===== src/rtl/dpram_fifo_pkg.sv =====
// Shared geometry for the 64-deep distributed-RAM FIFO.
package dpram_fifo_pkg;
   localparam int FIFO_DEPTH = 64;
   localparam int FIFO_AW    = 6;
   localparam int FIFO_CW    = 7;
endpackage


===== src/rtl/dpram_fifo_bank.sv =====
// WIDTH slices of a 64x1 dual-port RAM: synchronous write port, asynchronous read port.
module dpram_fifo_bank
   import dpram_fifo_pkg::*;
#(
   parameter int WIDTH = 32
) (
   input  logic               CLK,
   input  logic               we,
   input  logic [FIFO_AW-1:0] wa,
   input  logic [FIFO_AW-1:0] ra,
   input  logic [WIDTH-1:0]   din,
   output logic [WIDTH-1:0]   dout
);
   for (genvar b = 0; b < WIDTH; b++) begin : g_cell
      logic [FIFO_DEPTH-1:0] mem_q, mem_d;

      always_comb begin
         mem_d = mem_q;
         if (we) mem_d[wa] = din[b];
      end

      // Contents are deliberately not reset, matching the RAM primitive.
      always_ff @(posedge CLK) mem_q <= mem_d;

      assign dout[b] = mem_q[ra];
   end
endmodule


===== src/rtl/dpram_fifo.sv =====
// FIFO controller: pointers, occupancy count and flags around a dpram_fifo_bank;
// read data falls through from the head entry.
module dpram_fifo
   import dpram_fifo_pkg::*;
#(
   parameter int WIDTH       = 32,
   parameter int AFULL_LEVEL = 48
) (
   input  logic               CLK,
   input  logic               Reset_n,
   input  logic               wr_en,
   input  logic [WIDTH-1:0]   wr_data,
   output logic               full,
   output logic               almost_full,
   input  logic               rd_en,
   output logic [WIDTH-1:0]   rd_data,
   output logic               empty,
   output logic [FIFO_CW-1:0] count,
   output logic               overflow,
   output logic               underflow
);
   localparam logic [FIFO_CW-1:0] AFULL_C = FIFO_CW'(AFULL_LEVEL);
   localparam logic [FIFO_CW-1:0] DEPTH_C = FIFO_CW'(FIFO_DEPTH);

   logic [FIFO_AW-1:0] wr_ptr_q, wr_ptr_d, rd_ptr_q, rd_ptr_d;
   logic [FIFO_CW-1:0] count_q, count_d;
   logic               empty_q, empty_d, full_q, full_d, afull_q, afull_d;
   logic               ovf_q, ovf_d, unf_q, unf_d;
   logic               wa_ok, rd_ok, ram_we;
   logic [WIDTH-1:0]   ram_out;

   // Acceptance looks only at registered flags, never at the other port.
   assign wa_ok = wr_en & ~full_q;
   assign rd_ok = rd_en & ~empty_q;

   always_comb begin
      wr_ptr_d = wr_ptr_q;
      rd_ptr_d = rd_ptr_q;
      count_d  = count_q;
      if (wa_ok) wr_ptr_d = wr_ptr_q + FIFO_AW'(1);
      if (rd_ok) rd_ptr_d = rd_ptr_q + FIFO_AW'(1);
      case ({wa_ok, rd_ok})
         2'b10:   count_d = count_q + FIFO_CW'(1);
         2'b01:   count_d = count_q - FIFO_CW'(1);
         default: count_d = count_q;
      endcase
      empty_d = (count_d == '0);
      full_d  = (count_d == DEPTH_C);
      afull_d = (count_d >= AFULL_C);
      ovf_d   = ovf_q | (wr_en & full_q);
      unf_d   = unf_q | (rd_en & empty_q);
   end

   always_ff @(posedge CLK) begin
      if (!Reset_n) begin
         wr_ptr_q <= '0;
         rd_ptr_q <= '0;
         count_q  <= '0;
         empty_q  <= 1'b1;
         full_q   <= 1'b0;
         afull_q  <= 1'b0;
         ovf_q    <= 1'b0;
         unf_q    <= 1'b0;
      end else begin
         wr_ptr_q <= wr_ptr_d;
         rd_ptr_q <= rd_ptr_d;
         count_q  <= count_d;
         empty_q  <= empty_d;
         full_q   <= full_d;
         afull_q  <= afull_d;
         ovf_q    <= ovf_d;
         unf_q    <= unf_d;
      end
   end

   // No RAM writes land while reset is held.
   assign ram_we = wa_ok & Reset_n;

   dpram_fifo_bank #(.WIDTH(WIDTH)) u_bank (
      .CLK  (CLK),
      .we   (ram_we),
      .wa   (wr_ptr_q),
      .ra   (rd_ptr_q),
      .din  (wr_data),
      .dout (ram_out)
   );

   assign rd_data     = empty_q ? '0 : ram_out;
   assign full        = full_q;
   assign almost_full = afull_q;
   assign empty       = empty_q;
   assign count       = count_q;
   assign overflow    = ovf_q;
   assign underflow   = unf_q;
endmodule


===== config.mk =====
export PLATFORM = sky130hd
export DESIGN_NAME = dpram_fifo
export DESIGN_NICKNAME = d
export VERILOG_FILES = /design/src/rtl/dpram_fifo_pkg.sv /design/src/rtl/dpram_fifo_bank.sv /design/src/rtl/dpram_fifo.sv
export SDC_FILE = /design/constraint.sdc
export NUM_CORES = 2
export LEC_CHECK = 0
export CAP_MARGIN = 5
export CORE_ASPECT_RATIO = 2
export CORE_MARGIN = 2
export CORE_UTILIZATION = 43
export DETAILED_ROUTE_END_ITERATION = 12
export RECOVER_POWER = 50
export SLEW_MARGIN = 25
export SYNTH_ARGS = -nofsm -noshare
export SYNTH_HDL_FRONTEND = slang
export SYNTH_SLANG_ARGS = --single-unit

===== constraint.sdc =====
create_clock -name CLK -period 6.3 [get_ports CLK]
set_input_delay 0.945 -clock CLK [delete_from_list [all_inputs] [get_ports CLK]]
set_output_delay 0.945 -clock CLK [all_outputs]
set_load 0.02 [all_outputs]

==> results.json <==
{
  "grt.overflow.total": 0,
  "max_slew_margin_pct": -120.0,
  "synth.cell_area_um2": 79830,
  "io_buffers": 79,
  "drt-total-wl_um": 214800,
  "grt_max_degree": 69,
  "critPathKind": "reg2out",
  "internal_power_mw": 23.03,
  "hold_viol": 0,
  "cp_slowest_cell": "dfxtp_4",
  "switching_share_pct": 23.14,
  "netlist_instances": 3378,
  "violations": "capacitance limit, slew limit",
  "endpoint": "rd_data[19]",
  "multi_input_area_um2": 17260,
  "cts_tree": "built",
  "r2r_cells": 6,
  "die-width_um": 308.7,
  "ys_warn_count": 0,
  "grt_pass1_wl_um": 298000,
  "yosysTopAreaCell": "edfxtp_1",
  "post_cts_resized": 0,
  "utilization_pct": 49.04,
  "period_minus_slack_ns": 5.767,
  "ys.flop_type": "edfxtp_1",
  "tns_ns": 0,
  "reg2reg_slack_ns": 2.53,
  "wl_per_cell_um": 34.61,
  "cts.hold.buffers_added": 0,
  "syn_area_per_cell_um2": 23.63,
  "cts_setup_buffers": 0,
  "cp_num_cells": 7,
  "synthTopCellsByArea": "edfxtp_1 (77%), mux4_2 (16%), mux2i_1 (1.7%)",
  "via_count": 37360,
  "ios": 80,
  "clock_latency_ns": 0.83,
  "synth_compound_area_share_pct": 1.498,
  "htreeDepth": 4,
  "synth_edf_count": 2048,
  "rows": 223,
  "pwr-share-clk_pct": 36.3,
  "syn-num-nets": 3418,
  "cellLeakagePower_nw": 26.96,
  "nets": 3635,
  "crit_fanout": 23,
  "crit_buf_inv": 3,
  "vias_per_cell": 6.020,
  "drtIter0Drc": 4055,
  "r2r_start": "full",
  "initial_core_util_pct": 43.28,
  "setup_viol": 0,
  "grt.total_usage_pct": 22.76,
  "cts_buffer_depth": 4,
  "regArea_um2": 62000,
  "muxShareOfSynthArea_pct": 18.15,
  "path_cells": "buf_4 -> buf_4 -> mux4_2 -> mux4_2 -> mux2i_1 -> o22ai_1 -> clkdlybuf4s50_1",
  "fp.dieArea_um2": 189300,
  "power.density_nw_per_um2": 331.3,
  "core_area_um2": 184400,
  "outcome": "finished with violations",
  "synthSimpleGateAreaFrac_pct": 1.111,
  "drive_gt1_share_pct": 28.17,
  "grt_pass1_vias": 38300,
  "slew_viol_final": 2099,
  "drt-pass1-iter-count": 5,
  "synthXorXnorAreaFrac_pct": 0.1865,
  "hold_class": "reg2reg",
  "p_comb_share_pct": 12.6,
  "clock_skew_ns": 0.03916,
  "crit_required_ns": 5.35,
  "async_reset_ff_share_pct": 0,
  "cts_sinks": 2072,
  "critPathMaxStageDelay_ns": 0.84,
  "synth_top_cell_area_share_pct": 77.04,
  "critical_path.top_delay_family": "buffers and inverters",
  "n_fill_cell": 14590,
  "ir_worst_vdd_mv": 0.2205,
  "antenna_found_initial": 12,
  "cts_buffers": 176,
  "syn2layout_area_growth_pct": 13.29,
  "max_clock_freq_mhz": 173.4,
  "synth_commonest_cells": "edfxtp_1 (2048), mux4_2 (583), mux2i_1 (135)",
  "drc": 0,
  "max_slew.worst_pin.slew_ns": 3.300,
  "startpoint_type": "flop",
  "globalplace.congestion": 0.8004,
  "synth_top_family_by_area": "multiplexers",
  "synth_most_common_cell": "edfxtp_1",
  "fp.dieH_um": 613.3,
  "r2r_end": "u_bank.g_cell[28].mem_q[58]",
  "period_share_pct": 91.53,
  "synthAdderAreaFrac_pct": 0.06269,
  "cts-root-buf": "clkbuf_16",
  "dp.final_hpwl_um": 122300,
  "p_switching_mw": 6.934,
  "drv_cap": 33,
  "clk_pin_slew_ns": 0.07,
  "rsz0062_at_grt": "no",
  "synth-seq-cells": 2072,
  "critPathLaunch": "rd_ptr_q[0]",
  "endpoint_kind": "primary output",
  "yosysSeqAreaShare_pct": 77.64,
  "seq_power_share_pct": 51.1,
  "antenna_left": 0,
  "arrival_ns": 4.82,
  "synth_cell_types": 58
}
==> worst min-delay path by stage <==
stage	from	end	slack [ns]	cells after the start
finish	underflow	underflow	0.47	2
global route	underflow	underflow	0.48	2
CTS	underflow	underflow	0.48	2
detailed placement	underflow	underflow	0.46	2
global placement	underflow	underflow	0.45	2
floorplan	wr_ptr_q[1]	wr_ptr_q[1]	0.50	2
==> layer usage <==
layer  track usage [%]  up-vias  wire [um]
met5                 0        -          0
met4             8.562        0       8386
met3             2.362      376      11190
met2             42.06     1462     118200
met1             27.25    20610      77000
li1                  -    14920          -
==> per-stage QoR <==
stage | total power, mW | setup WS, ns | std cells | instance area (um2) | hold slack [ns]
after global routing | 30.81 | 0.3759 | 6204 | 90440 | 0.4848
after detailed placement | 19.45 | 1.274 | 5892 | 84930 | 0.4577
after floorplan | 18.12 | 1.763 | 3378 | 79830 | 0.4987
after global placement | 19.43 | 1.249 | 5892 | 84920 | 0.4485
after CTS | 30.20 | 0.4025 | 6202 | 90510 | 0.4766
final | 29.97 | 0.5333 | 6206 | 90440 | 0.4726
==> flip-flops by register name, indices dropped and copies added, names as in the netlist <==
name / count
count: 7
almost_full: 1
wr_ptr_q: 6
overflow: 1
empty: 1
underflow: 1
u_bank.g_cell.mem_q: 2048
rd_ptr_q: 6
full: 1
==> layout by cell type, fill, tap and decap left out, drive strengths merged, types with 18 or more instances in the layout <==
cell           count
a21oi             34
o22ai             33
buf              152
edfxtp          2048
nand2             27
dfxtp             24
mux4             583
mux2i            135
bufinv            18
clkdlybuf4s50     45
nor2              93
a22oi             23
clkbuf           257
a211oi            30
clkinv            64
nor2b             20
==> worst reg2reg max path, stage by stage (launching register included) <==
cell,delay (ns)
dfxtp_1,0.32
and2b_1,0.51
inv_1,0.38
nor2_1,0.23
nand3_1,0.70
nor2_4,0.89
buf_4,0.41
==> power groups by stage <==
stage          registers (mW)  logic (mW)  clock network [mW]
4_1_cts                  15.3        3.86                11.0
6_report                 15.3        3.77                10.9
3_3_place_gp             15.6        3.83                   0
5_1_grt                  15.3        3.99                11.5
3_5_place_dp             15.6        3.85                   0
2_1_floorplan            15.5        2.57                   0
==> area by class of cell <==
class	instances	share of cell area, %
multi-input combinational	1103	19.08
inverter	8	0.04704
clock inverter	88	0.9670
tap	2475	3.424
timing repair buffer	234	2.721
antenna	4	0.01107
sequential	2072	68.55
clock buffer	222	5.200
==> cell families (layout without fill, tap and decap cells) <==
kind of cell / Yosys count / after routing
simple gates: 187 / 187
xor+xnor: 17 / 17
mux: 719 / 719
buf+inv: 203 / 552
other cells: 0 / 4
flops: 2072 / 2072
fa+ha+maj: 4 / 4
compound gates: 176 / 176
Power figures use the tool's default switching activity.
